===== config.mk =====
export PLATFORM = sky130hd
export DESIGN_NAME = data_mem_master
export DESIGN_NICKNAME = d
export VERILOG_FILES = /design/src/rtl/data_mem_master.sv
export SDC_FILE = /design/constraint.sdc
export NUM_CORES = 1
export LEC_CHECK = 0
export BUFFER_PORTS_ARGS = -buffer_cell sky130_fd_sc_hd__buf_2
export CORE_ASPECT_RATIO = 1.75
export CORE_MARGIN = 5
export CORE_UTILIZATION = 35
export CTS_BUF_LIST = sky130_fd_sc_hd__clkbuf_2
export CTS_CLUSTER_DIAMETER = 40
export DETAILED_ROUTE_END_ITERATION = 10
export GPL_TIMING_DRIVEN = 0
export SYNTH_ARGS = -nofsm -noshare
export SYNTH_HDL_FRONTEND = slang
export SYNTH_SLANG_ARGS = --single-unit

===== constraint.sdc =====
create_clock -name clk -period 6.4 [get_ports clk]
set_input_delay 0.32 -clock clk [delete_from_list [all_inputs] [get_ports clk]]
set_output_delay 0.32 -clock clk [all_outputs]
set_load 0.02 [all_outputs]

===== src/rtl/data_mem_master.sv =====
// Load/store master for a word-wide data memory: byte-lane steering, split
// (misaligned) accesses over two words, sign/zero extension and range checking.
module data_mem_master #(
    parameter int ADDR_W = 10
) (
    input  logic              clk,
    input  logic              rst,
    input  logic              req_valid,
    output logic              req_ready,
    input  logic              req_write,
    input  logic [2:0]        req_func3,
    input  logic [31:0]       req_addr,
    input  logic [31:0]       req_wdata,
    output logic              resp_valid,
    output logic [31:0]       resp_rdata,
    output logic              resp_err,
    output logic [ADDR_W-1:0] mem_addr,
    output logic              mem_re,
    output logic              mem_we,
    output logic [3:0]        mem_be,
    output logic [31:0]       mem_wdata,
    input  logic [31:0]       mem_rdata
);

    typedef enum logic [1:0] {IDLE, ACC0, ACC1, DONE} state_t;

    state_t state, state_nxt;

    logic              write_q, err_q, split_q;
    logic [2:0]        func3_q;
    logic [1:0]        off_q;
    logic [ADDR_W-1:0] word_q;
    logic [31:0]       wdata_q, word0_q;

    logic [2:0]  req_size;
    logic [32:0] last_byte;
    logic        req_err, req_split;
    logic [3:0]  size_mask;
    logic [7:0]  be_pair;
    logic [63:0] wdata_pair;

    function automatic logic [2:0] size_of(input logic [1:0] code);
        case (code)
            2'b00:   return 3'd1;
            2'b01:   return 3'd2;
            default: return 3'd4;
        endcase
    endfunction

    // Selects the addressed bytes from the two-word window and extends them.
    function automatic logic [31:0] load_extend(input logic [63:0] pair,
                                                input logic [1:0]  off,
                                                input logic [2:0]  f3);
        logic [31:0]        sh;
        logic signed [31:0] ext;
        sh = 32'(pair >> {off, 3'b000});
        case (f3)
            3'b000:  ext = $signed({sh[7:0], 24'h0}) >>> 24;
            3'b001:  ext = $signed({sh[15:0], 16'h0}) >>> 16;
            3'b100:  ext = {24'h0, sh[7:0]};
            3'b101:  ext = {16'h0, sh[15:0]};
            default: ext = sh;
        endcase
        return ext;
    endfunction

    always_comb begin
        req_size  = size_of(req_func3[1:0]);
        last_byte = {1'b0, req_addr} + {30'h0, req_size} - 33'd1;
        req_err   = (req_func3 == 3'b011) || (req_func3[2:1] == 2'b11)
                    || (req_write && req_func3[2])
                    || (|last_byte[32:ADDR_W+2]);
        req_split = ((req_func3[1:0] == 2'b01) && (req_addr[1:0] == 2'b11))
                    || ((req_func3[1:0] == 2'b10) && (req_addr[1:0] != 2'b00));
    end

    always_ff @(posedge clk or negedge rst) begin
        if (!rst) begin
            state <= IDLE;
        end else begin
            state <= state_nxt;
        end
    end

    // Request fields and the first read word carry no reset: only meaningful once accepted.
    always_ff @(posedge clk) begin
        if (state == IDLE && req_valid) begin
            write_q <= req_write;
            func3_q <= req_func3;
            off_q   <= req_addr[1:0];
            word_q  <= req_addr[ADDR_W+1:2];
            wdata_q <= req_wdata;
            err_q   <= req_err;
            split_q <= req_split;
        end
        if (state == ACC1) begin
            word0_q <= mem_rdata;
        end
    end

    // Lane masks and data shifted across a 2-word window; the low half goes out in ACC0.
    always_comb begin
        case (func3_q[1:0])
            2'b00:   size_mask = 4'b0001;
            2'b01:   size_mask = 4'b0011;
            default: size_mask = 4'b1111;
        endcase
        be_pair    = {4'h0, size_mask} << off_q;
        wdata_pair = {32'h0, wdata_q} << {off_q, 3'b000};
    end

    always_comb begin
        state_nxt  = state;
        req_ready  = 1'b0;
        resp_valid = 1'b0;
        resp_err   = 1'b0;
        resp_rdata = 32'h0;
        mem_addr   = '0;
        mem_re     = 1'b0;
        mem_we     = 1'b0;
        mem_be     = 4'h0;
        mem_wdata  = 32'h0;
        case (state)
            IDLE: begin
                req_ready = 1'b1;
                if (req_valid) begin
                    state_nxt = req_err ? DONE : ACC0;
                end
            end
            ACC0: begin
                mem_addr  = word_q;
                mem_be    = be_pair[3:0];
                mem_re    = !write_q;
                mem_we    = write_q;
                mem_wdata = write_q ? wdata_pair[31:0] : 32'h0;
                state_nxt = split_q ? ACC1 : DONE;
            end
            ACC1: begin
                mem_addr  = word_q + ADDR_W'(1);
                mem_be    = be_pair[7:4];
                mem_re    = !write_q;
                mem_we    = write_q;
                mem_wdata = write_q ? wdata_pair[63:32] : 32'h0;
                state_nxt = DONE;
            end
            DONE: begin
                resp_valid = 1'b1;
                resp_err   = err_q;
                if (!err_q && !write_q) begin
                    resp_rdata = load_extend(split_q ? {mem_rdata, word0_q}
                                                     : {32'h0, mem_rdata},
                                             off_q, func3_q);
                end
                state_nxt = IDLE;
            end
            default: state_nxt = IDLE;
        endcase
    end

endmodule


==> impl_metrics.py <==
metrics = {
    "run_status": {
        "status": "finished clean",
    },
    "floorplan": {
        "die_width_um": 118.4,
        "io_pins": 186,
        "core_um2": 20290,
        "die_h_um": 199.7,
        "die-area_um2": 23650,
        "placement_rows": 69,
        "start_util_pct": 35.49,
    },
    "routing": {
        "avgViaCountPerCell": 5.635,
        "dr_wl_met3_um": 1424,
        "drt-met1-wl_um": 9602,
        "vias": 7647,
        "firstDrtPassIters": 7,
        "wl_met2_um": 14400,
        "drtIter0Drc": 559,
        "final_antenna_net_count": 0,
        "wl_um": 26840,
        "avgRoutedWirePerCell_um": 19.78,
        "drcViolationCount": 0,
        "top_layer_used": "met4",
    },
    "critical_path": {
        "endpoint_kind": "output pin",
        "crit_fanout": 10,
        "timing.rr.start": "split_q$_DFFE_PP_",
        "required_ps": 6080,
        "reg2regPathDepth": 6,
        "crit_type": "reg2out",
        "worstPathArrival_ps": 3900,
        "worst_setup_path_start_kind": "flop",
        "critPathLaunch": "split_q$_DFFE_PP_",
        "rrSetupSlack_ps": 4230,
    },
    "yosys": {
        "netlist_top_cells_count": "a21oi_1, edfxtp_1, nor2_1",
        "synth.most_common_cell": "a21oi_1",
        "syn_area_um2": 7201,
        "syn_avg_cell_area_um2": 8.739,
        "synth-edff-count": 82,
        "synth-main-ff-cell": "edfxtp_1",
        "synth.distinct_cells": 68,
        "yosysSeqAreaShare_pct": 34.89,
        "postSynthCellCount": 824,
        "syn_nets": 964,
        "synth_top_area_share_pct": 34.20,
        "synth_area_leaders": "edfxtp_1, a21oi_1, ha_1",
        "yosys_warnings": 0,
        "ys_ff_latch": 84,
        "synthArstFlopShare_pct": 2.381,
        "yosys.area.top_type": "edfxtp_1",
    },
    "timing": {
        "slew_headroom_pct": 39.41,
        "slew_viol_final": 0,
        "fin_tns_setup_ps": 0,
        "period_needed_ps": 4217,
        "setup_viol": 0,
        "fin_ws_ps": 2183,
        "skew_ps": 46.66,
        "finalCritPeriodShare_pct": 65.90,
        "fmax_mhz": 237.1,
        "final_hold_viol_count": 0,
        "rsz0062_at_grt": "false",
        "worst_pin_slew_ps": 908.9,
    },
    "finish": {
        "fillers": 2035,
        "stdcell_count": 1357,
        "final_area_um2": 9374,
        "layout-drive-gt1-share_pct": 22.94,
        "areaGrowthSynthToFinish_pct": 30.18,
        "finalNetCount": 1242,
    },
    "power": {
        "clockPowerShare_pct": 10.3,
        "power_mw": 2.450,
        "powerDensity_nw_per_um2": 261.3,
        "ir_drop_uv": 128.5,
        "combinationalPowerShare_pct": 55.6,
        "power.leakage_nw": 4.037,
        "p_int_mw": 1.310,
        "sw_frac_of_total_pct": 46.54,
        "switchingPower_mw": 1.140,
        "p_seq_share_pct": 34.1,
    },
    "cts": {
        "cts.path.max_buffers": 2,
        "clock_latency_ps": 590,
        "cts_buffers": 9,
        "h-tree-depth": 3,
        "cts.sinks": 84,
        "clockRootBuffer": "clkbuf_2",
        "tritoncts": "built",
        "post_cts_buffers": 0,
        "cts.repair.resized": 0,
        "clkSlewWorstSetupHoldPaths_ps": 260,
    },
    "run": {
        "cap_violations": 0,
    },
    "place": {
        "placedCellCount": 1258,
        "numPortBuffers": 185,
        "dpl.hpwl_um": 20810,
        "gp_congestion": 0.9296,
        "post-place-ws_ps": 2661,
        "placed_cell_area_um2": 8461,
    },
    "global_route": {
        "grt_pass1_vias": 7715,
        "track_usage_pct": 21.76,
        "grt_max_degree": 37,
        "grt_pass1_wl_um": 40660,
        "grt_antenna_before_repair": 2,
        "grt_remaining_overflow": 0,
    },
    "hold_path": {
        "min_path_type": "in2async",
    },
}
[critical path, cell delays in order (launching register included)]
cell and delay, ps:
edfxtp_1 410, clkbuf_1 210, clkbuf_1 310, a211oi_1 270
a21oi_1 90, mux2i_1 290, nor2_1 80, a21oi_1 130
nor2_1 50, o21bai_1 490, clkbuf_1 590, a21oi_1 160
buf_2 220
[sequential cells by signal, indices dropped and copies added (netlist names), 2 cells and up]
register / flops
func3_q: 3
off_q: 2
word_q: 10
wdata_q: 32
state: 2
word0_q: 32
[per-layer routing]
layer	up-vias	GRT usage (%)
li1	3642	-
met1	3618	22.33
met2	306	41.35
met3	81	3.129
met4	0	13.24
met5	-	0
[placed cells by master, fill, tap and decap left out, types with 5 or more instances in the layout]
cell           count
a211oi_1          22
a21o_1             9
a21oi_1           99
a22o_1            15
a22oi_1           25
a31oi_1            5
and2_1            11
and3_1            11
and4_1             5
buf_1              8
buf_2            190
clkbuf_1          41
clkbuf_2           9
dlygate4sd3_1     81
edfxtp_1          82
ha_1              36
inv_1             49
mux2_2            34
mux2i_1           39
nand2_1           63
nand3_1           22
nand4_1           11
nor2_1            78
nor2b_1           21
nor3_1            11
o211ai_1           6
o21a_1             6
o21ai_0           28
o21ai_1            6
or3_1              7
xnor2_1            5
[path summary, 6_finish.rpt]
check | end
max in group asynchronous | state[1]$_DFFE_PN0P_
max | resp_rdata[24]
min in group clk | state[1]$_DFFE_PN0P_
min reg2reg | state[0]$_DFFE_PN0P_
max reg2reg | state[0]$_DFFE_PN0P_
min | state[0]$_DFFE_PN0P_
[what timing repair did]
item | in CTS | in global routing
setup endpoints to repair | 0 | 0
endpoints found under the hold margin | 82 | 0
hold buffers | 81 | 0
[power by group through the flow]
stage | clock network, mW | logic [mW] | registers [mW]
floorplan | 0 | 0.890 | 0.832
global placement | 0 | 1.29 | 0.854
detailed placement | 0 | 1.31 | 0.849
CTS | 0.263 | 1.36 | 0.835
global route | 0.282 | 1.47 | 0.850
finish | 0.252 | 1.36 | 0.836
[stage by stage]
stage / utilization, % / hold WS, ps
final: 46.20 / 50.21
after global routing: 46.20 / 31.93
after CTS: 46.18 / 10.81
after detailed placement: 41.70 / 112.0
after global placement: 41.59 / 106.8
after floorplan: - / 24.41
[area by class of cell]
| cell class | instances | area (um2) | area share, % |
|---|---|---|---|
| flip-flops and latches | 84 | 2512 | 26.80 |
| repair buffers | 267 | 1757 | 18.74 |
| clock inverters | 7 | 52.55 | 0.5606 |
| inverters | 50 | 187.7 | 2.002 |
| well taps | 248 | 310.3 | 3.310 |
| plain buffers | 55 | 220.2 | 2.349 |
| clock buffers | 9 | 45.04 | 0.4805 |
| diodes | 2 | 5.005 | 0.05339 |
| multi-input cells | 635 | 4284 | 45.70 |
[kinds of logic (layout without fill, tap and decap cells)]
logic type / Yosys count / count (layout) / share of synthesized area, %
AND/OR/NAND/NOR: 255 / 255 / 17.22
multiplexers: 75 / 75 / 11.36
flip-flops: 84 / 84 / 34.89
AO/OA/AOI/OAI: 259 / 259 / 23.34
adder cells (fa/ha/maj): 37 / 37 / 6.429
XOR/XNOR: 9 / 9 / 1.095
other: 0 / 2 / 0
buffers and inverters: 105 / 388 / 5.665
(Power assumes the default switching activity.)
